File: src/rtl/adder_tree_csa_acc.sv
// adder_tree_csa_acc: pipelined carry-save adder tree with valid qualification and multi-beat frame accumulation
module adder_tree_csa_acc #(
  parameter int I_DATA_W = 3,
  parameter int I_DATA_N = 16,
  parameter int SIGNED = 0,
  parameter int ACC_EXT_W = 4,
  parameter int CNT_W = 8,
  localparam int SUM_W = I_DATA_W + $clog2(I_DATA_N),
  localparam int O_DATA_W = SUM_W + ACC_EXT_W
) (
  input  logic                         clk,
  input  logic                         rst,
  input  logic                         i_valid,
  input  logic                         i_last,
  input  logic [I_DATA_N*I_DATA_W-1:0] i_data,
  output logic                         o_valid,
  output logic [O_DATA_W-1:0]          o_data,
  output logic [CNT_W-1:0]             o_cnt
);
  function automatic int layer_n(input int s);
    int n = I_DATA_N;
    for (int k = 0; k < s; k++) n = n / 3 * 2 + n % 3;
    return n;
  endfunction
  function automatic int n_stages();
    int s = 0;
    while (layer_n(s) > 2) s++;
    return s;
  endfunction
  localparam int STAGES_N = n_stages();
  typedef logic [SUM_W-1:0] word_t;
  typedef enum logic {IDLE, ACCUM} state_t;
  function automatic word_t widen(input logic [I_DATA_W-1:0] x);
    return SIGNED != 0 ? SUM_W'($signed(x)) : SUM_W'(x);
  endfunction
  word_t lvl [STAGES_N+1][I_DATA_N];
  word_t sum;
  logic [STAGES_N+1:0] vld, lst;
  state_t state;
  logic [O_DATA_W-1:0] acc, total;
  logic [CNT_W-1:0] cnt, cnt_next;
  always_ff @(posedge clk)
    for (int i = 0; i < I_DATA_N; i++)
      lvl[0][i] <= widen(i_data[(I_DATA_N-1-i)*I_DATA_W +: I_DATA_W]);
  // layer s holds layer_n(s) live operands; unused slots are tied to zero
  for (genvar s = 0; s < STAGES_N; s++) begin : g_layer
    localparam int N = layer_n(s);
    localparam int G = N / 3;
    localparam int R = N % 3;
    always_ff @(posedge clk) begin
      for (int k = 0; k < G; k++) begin
        lvl[s+1][2*k]   <= lvl[s][3*k] ^ lvl[s][3*k+1] ^ lvl[s][3*k+2];
        lvl[s+1][2*k+1] <= ((lvl[s][3*k] & lvl[s][3*k+1]) | (lvl[s][3*k] & lvl[s][3*k+2]) |
                            (lvl[s][3*k+1] & lvl[s][3*k+2])) << 1;
      end
      for (int r = 0; r < R; r++) lvl[s+1][2*G+r] <= lvl[s][3*G+r];
      for (int j = 2*G+R; j < I_DATA_N; j++) lvl[s+1][j] <= '0;
    end
  end
  always_ff @(posedge clk) begin
    sum <= lvl[STAGES_N][0] + lvl[STAGES_N][1];
    vld <= rst ? '0 : {vld[STAGES_N:0], i_valid};
    lst <= rst ? '0 : {lst[STAGES_N:0], i_last};
  end
  always_comb begin
    total = (state == ACCUM ? acc : '0) + (SIGNED != 0 ? O_DATA_W'($signed(sum)) : O_DATA_W'(sum));
    cnt_next = (state == ACCUM ? cnt : '0) + CNT_W'(1);
  end
  always_ff @(posedge clk)
    if (rst) begin
      state <= IDLE;
      acc <= '0;
      cnt <= '0;
      o_valid <= 1'b0;
      o_data <= '0;
      o_cnt <= '0;
    end else begin
      o_valid <= vld[STAGES_N+1] & lst[STAGES_N+1];
      if (vld[STAGES_N+1]) begin
        state <= lst[STAGES_N+1] ? IDLE : ACCUM;
        acc <= lst[STAGES_N+1] ? '0 : total;
        cnt <= lst[STAGES_N+1] ? '0 : cnt_next;
        if (lst[STAGES_N+1]) begin
          o_data <= total;
          o_cnt <= cnt_next;
        end
      end
    end
endmodule
File: config.mk
export PLATFORM = sky130hd
export DESIGN_NAME = adder_tree_csa_acc
export DESIGN_NICKNAME = d
export VERILOG_FILES = /design/src/rtl/adder_tree_csa_acc.sv
export SDC_FILE = /design/constraint.sdc
export NUM_CORES = 1
export LEC_CHECK = 0
export CAP_MARGIN = 20
export CORE_MARGIN = 5
export CORE_UTILIZATION = 40
export CTS_CLUSTER_SIZE = 30
export DETAILED_ROUTE_END_ITERATION = 7
export GPL_TIMING_DRIVEN = 1
export PLACE_DENSITY_LB_ADDON = 0.1
export REMOVE_ABC_BUFFERS = 1
export SLEW_MARGIN = 30
export SYNTH_ARGS = -nofsm -noshare
export SYNTH_HDL_FRONTEND = slang
export SYNTH_SLANG_ARGS = --single-unit
File: constraint.sdc
create_clock -name clk -period 3.95 [get_ports clk]
set_input_delay 0.395 -clock clk [delete_from_list [all_inputs] [get_ports clk]]
set_output_delay 0.395 -clock clk [all_outputs]
set_load 0.05 [all_outputs]
==> summary.txt, run 1 <==
GRT
  – Congestion Overflow GR: 0
  – Vias in the first global route: 3,821
  – Wire length of the first global-routing pass: about 18,000 um
  – Largest net degree at the start of global routing: 29
  – Tot GR Track Use: between 10% and 20%
  – Initial antenna violation count: 0

STA
  – Period utilization: 62.8%
  – Post-route minimum period: roughly 2500 ps
  – RSZ-0062 raised after global routing: false
  – Final setup TNS: 0 ps
  – Fin. Hold Viols: 0
  – Setup clock skew after layout: 7.56 ps
  – Slew headroom: 41.3%
  – Hold_ws: 325 ps
  – Worst-Margin Slew: slightly below 900 ps
  – Setup violations, final: 0
  – Slew Limit Fails: 0
  – Max Clk Rate: between 400 and 500 MHz

Floorplan
  – Die H: 143 um
  – Io pins: 72
  – CORE AREA: 0.0173 sq mm
  – Chip width: 143 um
  – Die area: 0.0204 sq mm
  – Row cnt: 48
  – Initial Util: approximately 41%

Synth
  – Cell variety after synth: 46
  – Post-synthesis sequential area ratio: 66.9%
  – Yosys warning total: 0
  – FF+latch count, synth: 236
  – Post-synth EDFFs: 0
  – Post-synth ARST share: 0%
  – Top FF cell, synth: dfxtp_1
  – Post-synthesis average cell area: ~14 sq um
  – Mapped Area: 0.00706 sq mm
  – Instance count of the mapped netlist: 508

Clocking
  – CTS tree: yes
  – Root Buffer: clkbuf_16
  – Clk sinks: 236
  – Post-CTS setup buffer count: 0
  – Post-CTS Hold Buffers: 0
  – Total clock buffers created by CTS: 24
  – Clk_lat worst skew: 500 ps
  – H-Tree Depth: 1
  – CTS clk-pin slew, worst paths: ~60 ps
  – CTS-repair resized insts: 0
  – Clock Tree Buf Depth: 3

Setup path
  – Kind of end point of the critical path: register
  – Worst setup startpoint: state
  – CP required: 4380 ps
  – Bufs and invs on worst path: 1
  – CP max FO: 18
  – Critical path's largest stage delay: 680 ps
  – Reg2reg setup slack: 1470 ps
  – Levels on crit path: 8
  – Crit-path cells: inv_1 -> nor2_1 -> ha_1 -> a21o_2 -> nor2_2 -> a21oi_2 -> or3_1 -> a31oi_1
  – Worst Reg-to-Reg Cells: 8
  – WP data arrival: 2910 ps
  – Top delay family on crit path: flip-flops
  – WS Path Type: register to register
  – RR Endpoint: acc[8]
  – Setup crit end: acc[8]
  – Nature of the critical path startpoint: register
  – Reg-to-Reg Start: state
  – Slowest cell on crit path: dfxtp_1

Power
  – IR drop worst, VDD: about 0.36 mV
  – Tot Pwr: 5820 uW
  – Pwr Density: 657 mW/mm^2
  – Leak pwr: 0.00354 uW

Outcome
  – Outcome: finished clean

Layout
  – Share of cells above drive strength 1: 8.67%
  – Nets: between 700 and 800
  – # diodes: 0
  – Area added between synthesis and finish: 25.6%

Routing
  – Total Wirelength: 9900 um
  – WL/cell: 11.8 um
  – Detail Route Antenna Nets: 0
  – # DRC: 0
  – DR vias: 3,663
  – Avg Vias per Cell: 4.38
  – Drt initial violations: 170
  – TritonRoute pass-1 iters: 4

Placement
  – Port Buffer Count: 71
  – GPL Wtd Cong: 0.747
  – Final HPWL DP: 6830 um

Job
  – Max cap viols: 0

Min path
  – Worst hold path class: register to register
==> cells in the final DEF, fill, tap and decap left out, types with 3 or more instances in the layout <==
cell             synthesis  layout
nor2b_1                 24      24
nand3b_1                 3       3
xor2_1                   7       7
inv_1                   17      17
clkbuf_8                 0       4
and2_1                   4       4
ha_1                    24      24
clkbuf_16                0      24
nand2b_1                 9       9
o21ai_0                 12      12
clkdlybuf4s50_1          0      71
clkinvlp_4               0       3
a22o_1                   6       6
bufinv_16                0       4
a21oi_1                 15      15
nand2_1                 26      26
dfxtp_1                236     235
nand3_1                  6       6
nor2_1                  17      17
o32ai_1                  6       6
clkbuf_1                 9       4
xnor2_1                 11      11
fa_1                    39      39
==> Yosys cell counts (all sizes together), types with 7 or more instances <==
cell,n,area [sq um]
nor2,18,70.1
xor2,7,61.3
clkbuf,9,33.8
nand2,26,97.6
nand2b,9,56.3
xnor2,11,96.3
inv,17,63.8
fa,39,781
a21oi,16,83.8
o21ai,15,78.8
dfxtp,236,4720
nor2b,25,164
ha,24,300
==> state kept, by name (all words and copies together) (netlist names) <==
name	count
o_valid	1
cnt	8
o_cnt	8
lst	8
acc	11
vld	8
o_data	11
sum	7
lvl	173
state	1
==> how the worst min path moves through the flow <==
stage                           start          end  cells past startpoint
after floorplan             lvl[0][0]  lvl[0][107]                      0
after global placement    lvl[0][252]  lvl[0][351]                      0
after detailed placement  lvl[0][229]  lvl[0][335]                      0
after CTS                   i_data[2]    lvl[0][2]                      1
after global routing       i_data[47]   lvl[0][87]                      1
final                     lvl[0][252]  lvl[0][351]                      0
==> layout make-up <==
cell class	instances	area, sq um
Sequential cell	236	4730
Multi-Input combinational cell	242	2220
Fill cell	1508	8430
Tap cell	225	282
Clock buffer	32	671
Timing Repair Buffer	73	726
Clock inverter	11	178
Inverter	17	63.8
==> worst reg2reg max path, delay by kind of cell (launching register included) <==
family / cells / cell delay [ps]
flip-flops: 1 / 680
AND/OR/NAND/NOR: 3 / 650
AO/OA/AOI/OAI: 3 / 490
buffers and inverters: 1 / 290
adder cells (fa/ha/maj): 1 / 290
==> per-layer routing <==
| layer | share of wire (%) | up-vias | GRT usage [%] |
|---|---|---|---|
| met5 | 0 | - | 0 |
| met2 | 47 | 84 | 16.8 |
| met4 | 3.4 | 0 | 4.15 |
| li1 | - | 1838 | - |
| met3 | 5.6 | 24 | 2.65 |
| met1 | 44 | 1717 | 13.3 |
==> power breakdown <==
| part | switching (uW) | internal [uW] | total, uW | leakage [uW] |
|---|---|---|---|---|
| Sequential | 172 | 2800 | 2970 | 0.00197 |
| Combinational | 237 | 278 | 515 | 0.00116 |
| Clock | 876 | 1460 | 2330 | 0.000405 |
==> logic make-up after synthesis <==
kind of cell / share of synthesized area, %
compound gates: 6.03
mux: 0.284
xor+xnor: 2.23
buf+inv: 1.65
simple gates: 7.55
fa+ha+maj: 15.3
flops: 66.9
==> stage by stage <==
step | utilization (%) | setup WS, ps | area, sq um | cells
final | 51.2 | 1470 | 8860 | 836
after global routing | 51.2 | 1250 | 8860 | 836
after CTS | 51.2 | 1450 | 8860 | 836
after detailed placement | 46.3 | 1480 | 8010 | 793
after global placement | 46.3 | 1540 | 8010 | 793
after floorplan | - | 1780 | 7010 | 495
No activity file was read; power rests on OpenSTA's default activity.
==> run 2: changes to the inputs <==
- clock period: 3.95 -> 2.2 ns (I/O delays scaled with it)
==> run 2 against run 1 <==
Sequential cell count is the same. Global-route usage grew 0.65 points. Final cell count grew 1.2%. First-iteration DRC count shrank 21%. Core utilization grew 0.97 points. Critical path depth grew 1. Critical endpoint is now acc[10].
==> summary.txt, run 2 (synthesized netlist as in run 1, its figures left out) <==
Outcome
  – Outcome: finished clean

STA
  – Setup violations, final: 0
  – Slew Limit Fails: 0
  – Setup clock skew after layout: between 7 and 8 ps
  – Slew headroom: 63.3%
  – Post-route minimum period: 2060 ps
  – Final setup TNS: 0 ps
  – Max Clk Rate: 486 MHz
  – Period utilization: 93.6%
  – Worst-Margin Slew: around 550 ps
  – Fin. Hold Viols: 0

Clocking
  – Clk_lat worst skew: 500 ps
  – Total clock buffers created by CTS: 25
  – Root Buffer: clkbuf_16
  – Clock Tree Buf Depth: 3
  – CTS tree: yes
  – H-Tree Depth: 1
  – CTS clk-pin slew, worst paths: 60 ps
  – Clk sinks: 236

Power
  – Pwr Density: 1210 mW/mm^2
  – Leak pwr: 0.00362 uW
  – IR drop worst, VDD: 0.914 mV

Min path
  – Hold path cells: 1
  – Worst hold path class: input pin to register
  – Worst Hold End: lvl[0][5]
  – Hold_sp: i_data[5]

GRT
  – Tot GR Track Use: 11.0%
  – Largest net degree at the start of global routing: 42
  – Congestion Overflow GR: 0
  – Wire length of the first global-routing pass: 18,400 um
  – Vias in the first global route: 4,061
  – Initial antenna violation count: 0

Routing
  – Total Wirelength: between 10,000 and 15,000 um
  – # DRC: 0
  – Detail Route Antenna Nets: 0
  – Avg Vias per Cell: 4.41
  – WL/cell: about 12 um
  – TritonRoute pass-1 iters: 3
  – DR vias: 3,730
  – Drt initial violations: 135

Layout
  – Area added between synthesis and finish: 27.9%
  – Core Util, Final: 52.2%
  – Biggest registers after layout: lvl x173, acc x11, o_data x11
  – Largest reg by FF count: lvl
  – Nets: 717
  – Max reg flops: 173
  – Share of cells above drive strength 1: 11.0%
  – Commonest non-fill, non-tap cells in the layout: dfxtp_1, clkdlybuf4s50_1, fa_1, nand2_1, clkbuf_16
  – Commonest non-fill, non-tap cell in the layout: dfxtp_1
  – # diodes: 0

Setup path
  – Top delay family on crit path: compound AO/OA/AOI/OAI gates
  – Bufs and invs on worst path: 1
  – RR Endpoint: acc[10]
  – Kind of end point of the critical path: register
  – Reg2reg setup slack: between 100 and 150 ps
  – Reg-to-Reg Start: state
  – WP data arrival: 2450 ps
  – Critical path's largest stage delay: 380 ps
  – Nature of the critical path startpoint: register
  – Slowest cell on crit path: fa_2
  – Worst Reg-to-Reg Cells: 9
  – Crit-path cells: and2_1 -> ha_1 -> inv_1 -> fa_2 -> nor2b_4 -> o31ai_4 -> a211oi_2 -> a41oi_1 -> o41ai_1
  – CP max FO: 6
  – CP required: 2590 ps
  – WS Path Type: register to register

Placement
  – Final HPWL DP: 7240 um
  – GPL Wtd Cong: 0.743
  – Port Buffer Count: 71

Job
  – Max cap viols: 0

Floorplan
  – Initial Util: 40.8%
  – Io pins: just over 70
  – CORE AREA: 0.0173 sq mm
  – Die H: 143 um
  – Die area: 0.0204 sq mm
  – Row cnt: 48
  – Chip width: 143 um
-- run 2: cell count changes in the layout (fill, tap and decap cells not counted) --
cell / delta
buf_12: +1
buf_4: +6
bufinv_16: +3
clkbuf_1: -4
clkbuf_16: +1
clkbuf_8: -1
clkinv_2: +3
clkinv_4: -1
clkinv_8: -1
clkinvlp_4: +2
fa_1: -1
fa_2: +1
inv_6: +1
-- run 2: stage by stage --
step / cells / area [sq um] / setup WS [ps] / power, uW / hold slack (ps)
finish: 846 / 9030 / 141 / 10900 / 158
floorplan: 495 / 7010 / 32.4 / 5980 / 248
CTS: 845 / 9020 / 4.24 / 11100 / 126
global route: 846 / 9030 / -18.6 / 11600 / 124
detailed placement: 799 / 8070 / 21.5 / 6400 / 312
global placement: 799 / 8070 / 145 / 6380 / 310
-- run 2: area by class of cell --
cell class              instances  area [sq um]
fillers                      1491          8270
flip-flops and latches        236          4730
multi-input cells             242          2220
repair buffers                 80           791
clock buffers                  28           667
clock inverters                18           282
well taps                     225           282
inverters                      17          63.8
-- run 2: worst max path at each step --
stage	slack (ps)	from	end	depth (start not counted)
2_1_floorplan	30	state	o_data[10]	9
3_3_place_gp	140	state	o_data[10]	9
3_5_place_dp	20	state	o_data[10]	9
4_1_cts	4	state	o_data[10]	9
5_1_grt	-20	state	o_data[10]	9
6_report	140	state	acc[10]	9
-- run 2: what timing repair did --
action | in CTS | in global routing
setup endpoints to repair | 0 | 5
setup buffers | 0 | 1
resized for setup | 0 | 2
hold buffers | 0 | 0
endpoints found under the hold margin | 0 | 0
-- run 2: report_power, final --
group / internal (uW) / switching, uW / total, uW
Clock: 3010 / 1620 / 4630
Combinational: 501 / 425 / 925
Sequential: 5030 / 309 / 5340
Total: 8540 / 2360 / 10900
-- run 2: worst reg2reg max path, stage by stage (launching register included) --
cell,delay (ps)
dfxtp_2,360
and2_1,140
ha_1,190
inv_1,70
fa_2,380
nor2b_4,150
o31ai_4,80
a211oi_2,320
a41oi_1,160
o41ai_1,100
-- run 2: layer usage --
layer / GRT usage (%) / part of all wire, % / vias to the layer above / wire length (um)
met5: 0 / 0 / - / 0
met4: 4.20 / 3.1 / 0 / 326
li1: - / - / 1855 / -
met3: 2.68 / 4.4 / 26 / 461
met2: 18.6 / 49 / 70 / 5090
met1: 13.7 / 44 / 1779 / 4570
==> run 3: changes to the inputs <==
- CAP_MARGIN: 20 -> 40
==> results of run 3 <==
Same layout as run 2: the final DEF is identical, and so are final timing and power.
==> edit 1, RTL diff (flow settings as in run 2) <==
`SIGNED`: 0 -> 1.
--- a/src/rtl/adder_tree_csa_acc.sv
+++ b/src/rtl/adder_tree_csa_acc.sv
@@ -4,3 +4,3 @@
   parameter int I_DATA_N = 16,
-  parameter int SIGNED = 0,
+  parameter int SIGNED = 1,
   parameter int ACC_EXT_W = 4,
Check against the original RTL: not equivalent (Yosys sat finds a counterexample within 10 cycles, from zero or initial values and one cycle with rst high).
==> edit 1 against run 2 <==
  * Routed wire length increased by 14%
  * Sequential share of layout area decreased by 0.70 points
  * Power increased by 8.7%
  * Fmax decreased by 0.22%
  * Synthesized area increased by 9.4%
  * Design area increased by 7.8%
  * Clock power decreased by 2%
  * Hold slack got worse by 0.017 ns
  * Worst setup slack got worse by 0.0046 ns
  * Sequential cell count increased by 15
  * Critical path depth decreased by 1
  * Largest power group unchanged
==> edit 1: results (changes against run 2) <==
* Status: complete, no violations
* XOR/XNOR share of the synthesized area at 2.27% (+0.034 points)
* Sw Share at 24.0% (+2.3 points)
* Arrival time of the worst setup path at 2.47 ns (+0.02 ns)
* 1st-pass router iterations at 4 (+1)
* Final nets at 774 (+7.9%)
* GPL Wtd Cong at 0.791 (+6.5%)
* Largest delay share family, worst path: simple AND/OR/NAND/NOR gates
* Worst hold margin at 0.141 ns (-0.0167 ns)
* First-pass GRT wire length at 20,700 um (+12%)
* Area contributors post-synth: dfxtp_1, fa_1, ha_1
* DR WL/cell at 12.8 um (+4.0%)
* Unique masters post-synth at 41 (-11%)
* GRT Total Usage at 11.3% (+0.28 points)
* Worst hold path startpoint: i_data[1]
* Mux cell area share after synthesis at 0.907% (+0.62 points)
* Synth Area in Compound Gates at 5.60% (-0.42 points)
* Static Leak at 3.99 nW (+10%)
* Vias at 4,013 (+7.6%)
* Worst Setup EP: o_data[9]
* Post-synthesis adder-cell area fraction at 16.9% (+1.6 points)
* Met2 Use GR at 19.8% (+1.3 points)
* Clock Latency Late Sink at 0.52 ns (+0.02 ns)
* Post-DP HPWL at 8590 um (+19%)
* Metal3 WL at 719 um (+56%)
* CTS Buf Count at 26 (+4.0%)
-- edit 1: changes by cell type after synthesis, sizes merged, moves of 6 or more --
| cell | before | now |
|---|---|---|
| dfxtp | 236 | 251 |
| fa | 39 | 51 |
| a21oi | 16 | 25 |
| and2 | 5 | 13 |
| nor2b | 25 | 19 |
| o32ai | 6 | 0 |
-- edit 1: cell families (layout without fill, tap and decap cells) --
group,after synthesis,in the layout
compound gates,65,65
xor+xnor,20,20
fa+ha+maj,74,74
buf+inv,29,144
flops,251,251
mux,7,7
simple gates,106,106
-- edit 1: metrics by stage --
step | std cells | cell area, um2 | utilization (%) | worst slack [ns]
final | 927 | 9730 | 51.7 | 0.136
after global placement | 880 | 8780 | 46.6 | 0.0376
after detailed placement | 880 | 8780 | 46.6 | 0.00954
after global routing | 927 | 9730 | 51.7 | -0.0325
after floorplan | 535 | 7640 | - | -0.0126
after CTS | 927 | 9700 | 51.5 | 0.0193
-- edit 1: power by group through the flow --
stage | logic (mW) | clock network [mW] | registers (mW)
detailed placement | 1.40 | 0 | 6.08
finish | 1.36 | 4.52 | 5.96
global placement | 1.37 | 0 | 6.07
floorplan | 0.917 | 0 | 5.97
CTS | 1.42 | 4.67 | 5.98
global route | 1.69 | 4.88 | 6.07
-- edit 1: cell type report --
cell class              instances  area, um2  share of cell area [%]
repair buffers                 85        816                    8.38
multi-input cells             272       2600                    26.7
clock inverters                15        206                    2.12
flip-flops and latches        251       5030                    51.6
clock buffers                  32        713                    7.33
inverters                      12       45.0                   0.463
well taps                     260        325                    3.34
-- edit 1: timing repair --
item,CTS,global route
resized for setup,1,8
endpoints found under the hold margin,0,0
pin swaps,0,2
setup endpoints to repair,1,7
==> edit 2, RTL diff (settings of run 2) <==
Made on the original files. The output `o_valid` loses its register stage (`o_valid` becomes a continuous assignment).
--- a/src/rtl/adder_tree_csa_acc.sv
+++ b/src/rtl/adder_tree_csa_acc.sv
@@ -73,3 +73,2 @@
       cnt <= '0;
-      o_valid <= 1'b0;
       o_data <= '0;
@@ -77,3 +76,2 @@
     end else begin
-      o_valid <= vld[STAGES_N+1] & lst[STAGES_N+1];
       if (vld[STAGES_N+1]) begin
@@ -88,2 +86,4 @@
     end
+
+  assign o_valid = vld[STAGES_N+1] & lst[STAGES_N+1];
 endmodule
Behaviour: not the same (Yosys sat finds a counterexample within 10 cycles, from zero or initial values and one cycle with rst high).
==> edit 2 against run 2 <==
  * Sequential cell count is 1 lower
  * Routed wire length fell by 4.3%
  * Critical path depth unchanged
  * First-iteration DRC count up 7.4%
  * Sequential power hardly changed
  * Design area fell by 0.83%
  * Sequential share of layout area grew 0.23 points
  * Power shrank 5.5%
  * Synthesized area up 0.71%
  * Worst setup slack got worse by 0.10 ns
  * Hold slack got worse by 0.014 ns
  * Combinational power is 2% lower
  * Largest power group unchanged
  * Highest routed layer unchanged
==> edit 2: results (changes against run 2) <==
* Status: complete, no violations
* First-pass GRT wire length at 17,700 um (-4.0%)
* 1st-pass router iterations at 4 (+1)
* # placed instances at 814 (+1.9%)
* Filler Cells Inserted at 1,473 (-1.2%)
* Layout cells sized above 1 at 9.46% (-1.5 points)
* Power share of the sequential group at 51.7% (+2.7 points)
* Largest net degree at the start of global routing at 49 (+17%)
* Peak supply drop at 700 uV (-23%)
* Total Wirelength at 10000 um (-4.3%)
* Unique masters post-synth at 38 (-17%)
* Post-DP HPWL at 6800 um (-6.0%)
* Final nets at 735 (+2.5%)
* Placed cell areas at 8090 um2 (+0.22%)
* Clock Latency Late Sink at 0.51 ns
* Max incr delay on CP at 0.34 ns (-0.04 ns)
* Vias in the first global route at 3,925 (-3.3%)
* Post-synthesis cell count at 528 (+3.9%)
* Arrival time of the worst setup path at 2.58 ns (+0.13 ns)
* Commonest cells in the netlist: dfxtp_1, fa_1, nand2_1, a21oi_1, ha_1
* Post-Layout Cell Count at 859 (+1.5%)
* GRT Total Usage at 10.4% (-0.60 points)
* FF+latch area at 4710 um2 (-0.40%)
* Sequential fraction of the synthesis area at 66.2% (-0.75 points)
* Slew headroom at 45.5% (-18 points)
* Static Leak at 3.56 nW (-1.6%)
* First-iteration detailed-routing DRC count at 145 (+7.4%)
* GPL Wtd Cong at 0.812 (+9.2%)
* Pre-CTS setup slack at -0.0373 ns (-0.0588 ns)
* Area contributors post-synth: dfxtp_1, fa_1, ha_1
* Vias at 3,770 (+1.1%)
-- edit 2: power by group through the flow --
| stage | sequential [mW] | combinational [mW] | clock, mW |
|---|---|---|---|
| after floorplan | 5.34 | 0.602 | 0 |
| after global placement | 5.41 | 0.901 | 0 |
| after detailed placement | 5.43 | 0.936 | 0 |
| after CTS | 5.34 | 0.955 | 4.21 |
| after global routing | 5.41 | 1.15 | 4.39 |
| final | 5.32 | 0.908 | 4.06 |
-- edit 2: cells by family after synthesis --
family / after synthesis / share of synthesized area (%)
simple gates: 120 / 8.98
mux: 2 / 0.282
compound gates: 58 / 5.49
fa+ha+maj: 63 / 15.2
buf+inv: 34 / 1.88
xor+xnor: 16 / 1.97
flops: 235 / 66.2
-- edit 2: metal layers --
metal  share of wire [%]  up-vias  GRT usage [%]
met3                 6.1       19           3.03
met1                  43     1759           12.9
met2                  48       83           17.4
li1                    -     1909              -
met4                 2.5        0           3.72
met5                   0        -              0
-- edit 2: path summary, 6_finish.rpt --
check	start	endpoint	slack (ns)	depth (start not counted)
setup / recovery	state	o_data[10]	0.04	9
hold / removal	i_data[10]	lvl[0][10]	0.14	1
setup reg to reg	state	o_data[10]	0.04	9
hold reg to reg	lvl[4][67]	lvl[5][74]	0.32	0
-- edit 2: timing repair --
item | in CTS | in global routing
resized for setup | 3 | 4
pin swaps | 3 | 6
endpoints found under the setup margin | 1 | 3
buffers inserted | 1 | 3
-- edit 2: area by class of cell --
type,instances,area share [%]
clock buffers,31,7.35
clock inverters,10,1.73
inverters,17,0.713
multi-input cells,259,25.6
flip-flops and latches,235,52.6
well taps,225,3.14
repair buffers,82,8.91
